$ cat src/rtl/multicycle_control.sv
// Multicycle CPU control FSM: decodes the latched opcode into per-state datapath controls.
// Controls are combinational from state (plus mem_ready in FETCH); memory states stall until mem_ready.
module multicycle_control (
    input  logic        clk,
    input  logic        reset,
    input  logic [5:0]  opcode,
    input  logic [5:0]  funct,
    input  logic        mem_ready,
    output logic        pc_write,
    output logic        pc_write_cond,
    output logic        iord,
    output logic        mem_read,
    output logic        mem_write,
    output logic        ir_write,
    output logic        mem_to_reg,
    output logic        reg_dst,
    output logic        reg_write,
    output logic        alu_src_a,
    output logic [1:0]  alu_src_b,
    output logic [1:0]  alu_op,
    output logic [1:0]  pc_source,
    output logic [3:0]  state,
    output logic        illegal,
    output logic [31:0] retired
);

    localparam logic [3:0] S_FETCH    = 4'd0;
    localparam logic [3:0] S_DECODE   = 4'd1;
    localparam logic [3:0] S_MEMADR   = 4'd2;
    localparam logic [3:0] S_MEMREAD  = 4'd3;
    localparam logic [3:0] S_MEMWB    = 4'd4;
    localparam logic [3:0] S_MEMWRITE = 4'd5;
    localparam logic [3:0] S_EXEC     = 4'd6;
    localparam logic [3:0] S_RWB      = 4'd7;
    localparam logic [3:0] S_BRANCH   = 4'd8;
    localparam logic [3:0] S_JUMP     = 4'd9;
    localparam logic [3:0] S_IEXEC    = 4'd10;
    localparam logic [3:0] S_IWB      = 4'd11;
    localparam logic [3:0] S_TRAP     = 4'd12;

    localparam logic [5:0] OP_RTYPE = 6'h00;
    localparam logic [5:0] OP_LW    = 6'h23;
    localparam logic [5:0] OP_SW    = 6'h2B;
    localparam logic [5:0] OP_BEQ   = 6'h04;
    localparam logic [5:0] OP_J     = 6'h02;
    localparam logic [5:0] OP_ADDI  = 6'h08;

    logic [3:0]  r_state;
    logic [31:0] r_retired;
    logic [3:0]  w_next_state;
    logic        w_retire;
    logic [3:0]  w_dec_state;
    logic        w_unused_funct;

    // funct is consumed by the external ALU control block only.
    assign w_unused_funct = ^funct;

    always_ff @(posedge clk) begin
        if (reset) begin
            r_state   <= S_FETCH;
            r_retired <= 32'd0;
        end else begin
            r_state <= w_next_state;
            if (w_retire) begin
                r_retired <= r_retired + 32'd1;
            end
        end
    end

    always_comb begin
        w_next_state = r_state;
        w_retire     = 1'b0;
        case (r_state)
            S_FETCH:    w_next_state = mem_ready ? S_DECODE : S_FETCH;
            S_DECODE: begin
                case (opcode)
                    OP_RTYPE:      w_next_state = S_EXEC;
                    OP_LW, OP_SW:  w_next_state = S_MEMADR;
                    OP_BEQ:        w_next_state = S_BRANCH;
                    OP_J:          w_next_state = S_JUMP;
                    OP_ADDI:       w_next_state = S_IEXEC;
                    default:       w_next_state = S_TRAP;
                endcase
            end
            S_MEMADR:   w_next_state = (opcode == OP_LW) ? S_MEMREAD : S_MEMWRITE;
            S_MEMREAD:  w_next_state = mem_ready ? S_MEMWB : S_MEMREAD;
            S_MEMWRITE: begin
                w_next_state = mem_ready ? S_FETCH : S_MEMWRITE;
                w_retire     = mem_ready;
            end
            S_EXEC:     w_next_state = S_RWB;
            S_IEXEC:    w_next_state = S_IWB;
            S_MEMWB, S_RWB, S_BRANCH, S_JUMP, S_IWB: begin
                w_next_state = S_FETCH;
                w_retire     = 1'b1;
            end
            S_TRAP:     w_next_state = S_TRAP;
            default:    w_next_state = S_TRAP;
        endcase
    end

    // Decoding from FETCH while reset is high keeps outputs benign before the first edge.
    assign w_dec_state = reset ? S_FETCH : r_state;

    always_comb begin
        pc_write      = 1'b0;
        pc_write_cond = 1'b0;
        iord          = 1'b0;
        mem_read      = 1'b0;
        mem_write     = 1'b0;
        ir_write      = 1'b0;
        mem_to_reg    = 1'b0;
        reg_dst       = 1'b0;
        reg_write     = 1'b0;
        alu_src_a     = 1'b0;
        alu_src_b     = 2'b00;
        alu_op        = 2'b00;
        pc_source     = 2'b00;
        illegal       = 1'b0;
        case (w_dec_state)
            S_FETCH: begin
                mem_read  = 1'b1;
                alu_src_b = 2'b01;
                ir_write  = mem_ready;
                pc_write  = mem_ready;
            end
            S_DECODE:   alu_src_b = 2'b11;
            S_MEMADR: begin
                alu_src_a = 1'b1;
                alu_src_b = 2'b10;
            end
            S_MEMREAD: begin
                mem_read = 1'b1;
                iord     = 1'b1;
            end
            S_MEMWB: begin
                reg_write  = 1'b1;
                mem_to_reg = 1'b1;
            end
            S_MEMWRITE: begin
                mem_write = 1'b1;
                iord      = 1'b1;
            end
            S_EXEC: begin
                alu_src_a = 1'b1;
                alu_op    = 2'b10;
            end
            S_RWB: begin
                reg_write = 1'b1;
                reg_dst   = 1'b1;
            end
            S_BRANCH: begin
                alu_src_a     = 1'b1;
                alu_op        = 2'b01;
                pc_write_cond = 1'b1;
                pc_source     = 2'b01;
            end
            S_JUMP: begin
                pc_write  = 1'b1;
                pc_source = 2'b10;
            end
            S_IEXEC: begin
                alu_src_a = 1'b1;
                alu_src_b = 2'b10;
            end
            S_IWB:      reg_write = 1'b1;
            S_TRAP:     illegal = 1'b1;
            default: ;
        endcase
    end

    assign state   = r_state;
    assign retired = r_retired;

endmodule

$ cat config.mk
export PLATFORM = sky130hd
export DESIGN_NAME = multicycle_control
export DESIGN_NICKNAME = d
export VERILOG_FILES = /design/src/rtl/multicycle_control.sv
export SDC_FILE = /design/constraint.sdc
export NUM_CORES = 1
export LEC_CHECK = 0
export ABC_AREA = 1
export BUFFER_PORTS_ARGS = -buffer_cell sky130_fd_sc_hd__buf_4
export CAP_MARGIN = 20
export CORE_ASPECT_RATIO = 1.5
export CORE_MARGIN = 1
export CORE_UTILIZATION = 48
export DETAILED_ROUTE_END_ITERATION = 7
export PLACE_DENSITY = 0.75
export REMOVE_ABC_BUFFERS = 1
export SYNTH_ARGS = -nofsm -noshare
export SYNTH_HDL_FRONTEND = slang
export SYNTH_SLANG_ARGS = --single-unit
$ cat constraint.sdc
create_clock -name clk -period 1.3 [get_ports clk]
set_input_delay 0.26 -clock clk [delete_from_list [all_inputs] [get_ports clk]]
set_output_delay 0.26 -clock clk [all_outputs]
set_load 0.02 [all_outputs]
# Word level (Yosys, flattened, before mapping)
# Index checks and enable logic that the tools add are counted.
# word_totals
regBits,36
input_bits,15
out_inout_bits,53
elab_cells,63
# classes
addsub,1
eq_ne,28
mux,22
n_reduce_logical,10
# op_table
operator,count
4-bit equality test (second input constant),9
32-bit by 1-bit adder with 32-bit output (second input constant),1
4-bit by 3-bit equality test with 1-bit output (second input constant),8
4-bit one-hot mux with 8 select lines,1
4-bit one-hot mux with 5 select lines,1
4-bit by 2-bit equality test with 1-bit output (second input constant),4
6-bit equality test (second input constant),2
1-bit two-way mux,11
3-bit two-way mux,3
4-bit by 1-bit equality test with 1-bit output (second input constant),2
4-bit zero test,2
2-bit one-hot mux with 2 select lines,2
2-bit OR reduction,4
6-bit by 2-bit equality test with 1-bit output (second input constant),1
6-bit by 3-bit equality test with 1-bit output (second input constant),1
6-bit by 4-bit equality test with 1-bit output (second input constant),1
6-bit zero test,1
2-bit one-hot mux with 3 select lines,1
5-bit OR reduction,1
4-bit two-way mux,1
1-bit one-hot mux with 2 select lines,2
4-bit OR reduction,1
3-bit OR reduction,1

# Depth between registers and ports, before layout
# logic_depth
word_depth,4
mapped_depth,10
depth_no_buf,10

# Worst setup path after synthesis
# Ideal clock, no wire load.
# synth_path
path_type,register to output
start,register r_state[2] (netlist: state[2])
end,output port reg_write
arrival_time_ps,1546
required_time_ps,1040
setup_slack_ps,-506
path_stages_with_launch,7
path_buffers,0
cell_sequence,dfxtp_1 > nand2_1 > nor2_1 > inv_1 > nor2_1 > nor2_1 > a21oi_1
# synth_between
elab_chain_len,4
elab_cells_between_ends,6
cone_classes,eq/ne: 3; mux: 2; reduce/logical: 1
# synth_lines
item,line_no,rtl
from (decl),48,logic [3:0] r_state;
from (signal assigned),63,r_state <= w_next_state;
4-bit two-way mux *,103,assign w_dec_state = reset ? S_FETCH : r_state;
4-bit equality test / 4-bit by 3-bit equality test with 1-bit output (equally long branches),120,case (w_dec_state)
3-bit OR reduction (no source line) *,n/a,
1-bit two-way mux *,120,
to (decl),17,"output logic reg_write,"
# Mark *: on every way between the ends. The rest lies on a longest branch, timed or not.

# Worst setup path in the final report
# layout_path
start,register r_state[0] (netlist: state[0])
end,register r_retired[9] (netlist: retired[9])
# layout_between
elab_chain_len,3
elab_cells_between_ends,8
cone_classes,eq/ne: 6; mux: 1; reduce/logical: 1
# layout_lines
item,line_no,rtl
4-bit by 3-bit equality test with 1-bit output / 4-bit equality test (equally long branches),73,case (r_state)
5-bit OR reduction,73,
1-bit one-hot mux with 2 select lines *,73,
to (signal assigned),65,r_retired <= r_retired + 32'd1;
to (decl),49,logic [31:0] r_retired;
# Marked as above.
# A chain may end at the register's enable or synchronous reset.

==> results.cfg <==
[status]
status = finished, violations left
violations = setup timing

[job]
maxCapViolCount = 0

[sta]
setup_tns_ns = -14.63
final-max-slew-violation-count = 0
min_period_over_period_pct = 133
hold_viol = 0
setup_ws_ns = -0.424
worstMarginPinSlew_ns = 0.383
setup_violations = 54
min_period_ns = 1.72
slew_headroom_pct = 74.4
clock-skew-final_ns = 0.0106
fmax_ghz = 0.580
rsz0062_at_grt = yes

[placed_design]
dpl.hpwl_um = 6240
gp_routability_congestion = 0.884
portBuffers = 61

[logic_synthesis]
synth.most_common_cell = nand2_1
async_flop_share_pct = 0
synth_commonest_cells = nand2_1, nor2_1, inv_1
synth_largest_area_cell = dfxtp_1
netlist_instances = 433
syn_area_sq_um = 2570
synth_cell_types = 31
synth.top_cell.area_share_pct = 28.0
netlist_top_cells_area = dfxtp_1, nand2_1, nor2_1
postSynthAreaPerCell_sq_um = 5.94
ys_seq_area_share_pct = 28.0
yosysWarnings = 0
synth_edf_count = 0
ys.flop_type = dfxtp_1
ys_ff_latch = 36

[detailed_routing]
vias_per_cell = 6.07
num_vias = 4005
first_pass_iters = 7
ant_nets = 0
first_iter_violations = 549
wire_per_inst_um = 20.6
drc_errors = 0
wirelength_um = 13600

[finish]
area_growth_syn_to_layout_pct = 87.9
post-route-util_pct = 93.7
diodes = 0
seqCellArea_sq_um = 776
drive_gt1_share_pct = 58.4
nFillCells = 176
multi_input_area_sq_um = 2180
nets = 608

[power]
ir_worst_vdd_uv = 506
powerDensity_nw_per_um2 = 600
p_switching_w = 0.000931
leakage_nw = 2.18
power_frac_comb_pct = 30.3
switching_share_pct = 32.1
seq_power_share_pct = 39.0
pwr-share-clk_pct = 30.7
p_int_w = 0.00197

[clock_network]
cts_sinks = 36
clk_pin_slew_worst_paths_ns = 0.08
htreeDepth = 2
cts_root_buf = clkbuf_8
cts_buffer_depth = 2
clk_latency_ns = 0.30
cts_buffers = 5
cts_tree = built

[floorplan]
boundaryPins = 68
rows = 32
fp.dieW_um = 61.8
initial_utilization_pct = 49.8
core_sq_um = 5160
die_h_um = 91.7
fp.dieArea_sq_um = 5660

[critical_path]
crit_buf_inv = 4
critPathMaxStageDelay_ns = 0.38
end_kind = register
crit_family = buffers and inverters
path_cells = inv_4 -> nor2_4 -> buf_6 -> o21ai_4 -> nand2_2 -> nand2_4 -> buf_12 -> buf_16 -> a21oi_2 -> nor3_2
crit_slowest_cell = dfxtp_4
worst_setup_path_start_kind = register
critical_path_class = register to register
crit_arrival_ns = 1.90
required_ns = 1.47
cp_max_fo = 7

[global_route]
grt-ovfl-total = 0
grt_max_degree = 20
track_usage_pct = 36.3
antenna_found_initial = 0
grt_pass1_wl_um = 15300
grt_pass1_vias = 3461

[min_path]
hp-class = input pin to register
worst min-delay path, cell delays in order:
cell,delay [ns]
buf_4,0.09
inv_1,0.04
a21oi_1,0.14
nor2_1,0.05
registers in the layout, summed over array words and instances (netlist names):
name	cells
retired	32
state	4
logic make-up after synthesis:
logic type,share of synthesized area [%]
simple gates,50.1
buf+inv,12.0
compound gates,7.39
flops,28.0
xor+xnor,2.04
fa+ha+maj,0.486
routing by layer:
layer  track usage (%)  vias to the layer above  part of all wire (%)
li1                  -                     1679                     -
met1              34.0                     1808                    31
met2              63.8                      357                    49
met3              11.4                      161                   9.1
met4              23.1                        0                    11
met5                 0                        -                     0
final cells by class:
cell class | instances | share of cell area, %
inverters | 61 | 5.04
multi-input cells | 327 | 45.1
well taps | 68 | 1.76
repair buffers | 161 | 30.1
flip-flops and latches | 36 | 16.0
clock buffers | 7 | 1.99
placed cells by master, fill, tap and decap left out, types with 14 or more instances in the layout:
cell / n
buf_4: 119
nand2_1: 92
nor2_1: 46
inv_1: 42
buf_6: 34
nor2_4: 27
nand2_2: 24
nor2_2: 17
nand2_4: 16
a21oi_2: 16
dfxtp_1: 16
nand3_2: 15
inv_2: 14
nand3_1: 14
final timing paths:
check                                  from     endpoint  slack (ns)  depth (start not counted)
worst max-delay path               state[0]   retired[9]       -0.42                         10
worst min-delay path              opcode[2]     state[1]        0.33                          4
worst max register to register     state[0]   retired[9]       -0.42                         10
worst min register to register  retired[31]  retired[31]        0.53                          4
power groups by stage:
stage               clock network [W]  logic [W]  registers (W)
floorplan                           0   0.000194        0.00118
detailed placement                  0   0.000500        0.00116
global route                 0.000927   0.000920        0.00113
finish                       0.000891   0.000880        0.00113
global placement                    0   0.000494        0.00116
CTS                          0.000875   0.000700        0.00113
per-stage QoR:
step	setup slack (ns)	cells	hold slack, ns	area, sq um	total power [W]
after floorplan	-0.682	423	0.329	2490	0.00137
after global placement	-0.154	635	0.520	3700	0.00165
after detailed placement	-0.193	635	0.533	3700	0.00166
after CTS	-0.362	655	0.303	4160	0.00271
after global routing	-0.545	660	0.341	4840	0.00298
final	-0.424	660	0.331	4840	0.00290
timing repair:
| action | CTS | global route |
|---|---|---|
| pin swaps | 13 | 75 |
| setup buffers | 13 | 11 |
| hold buffers | 0 | 0 |
| endpoints found under the setup margin | 54 | 55 |
| gates cloned | 4 | 0 |
| gates resized for setup | 70 | 189 |
Power figures use the tool's default switching activity.
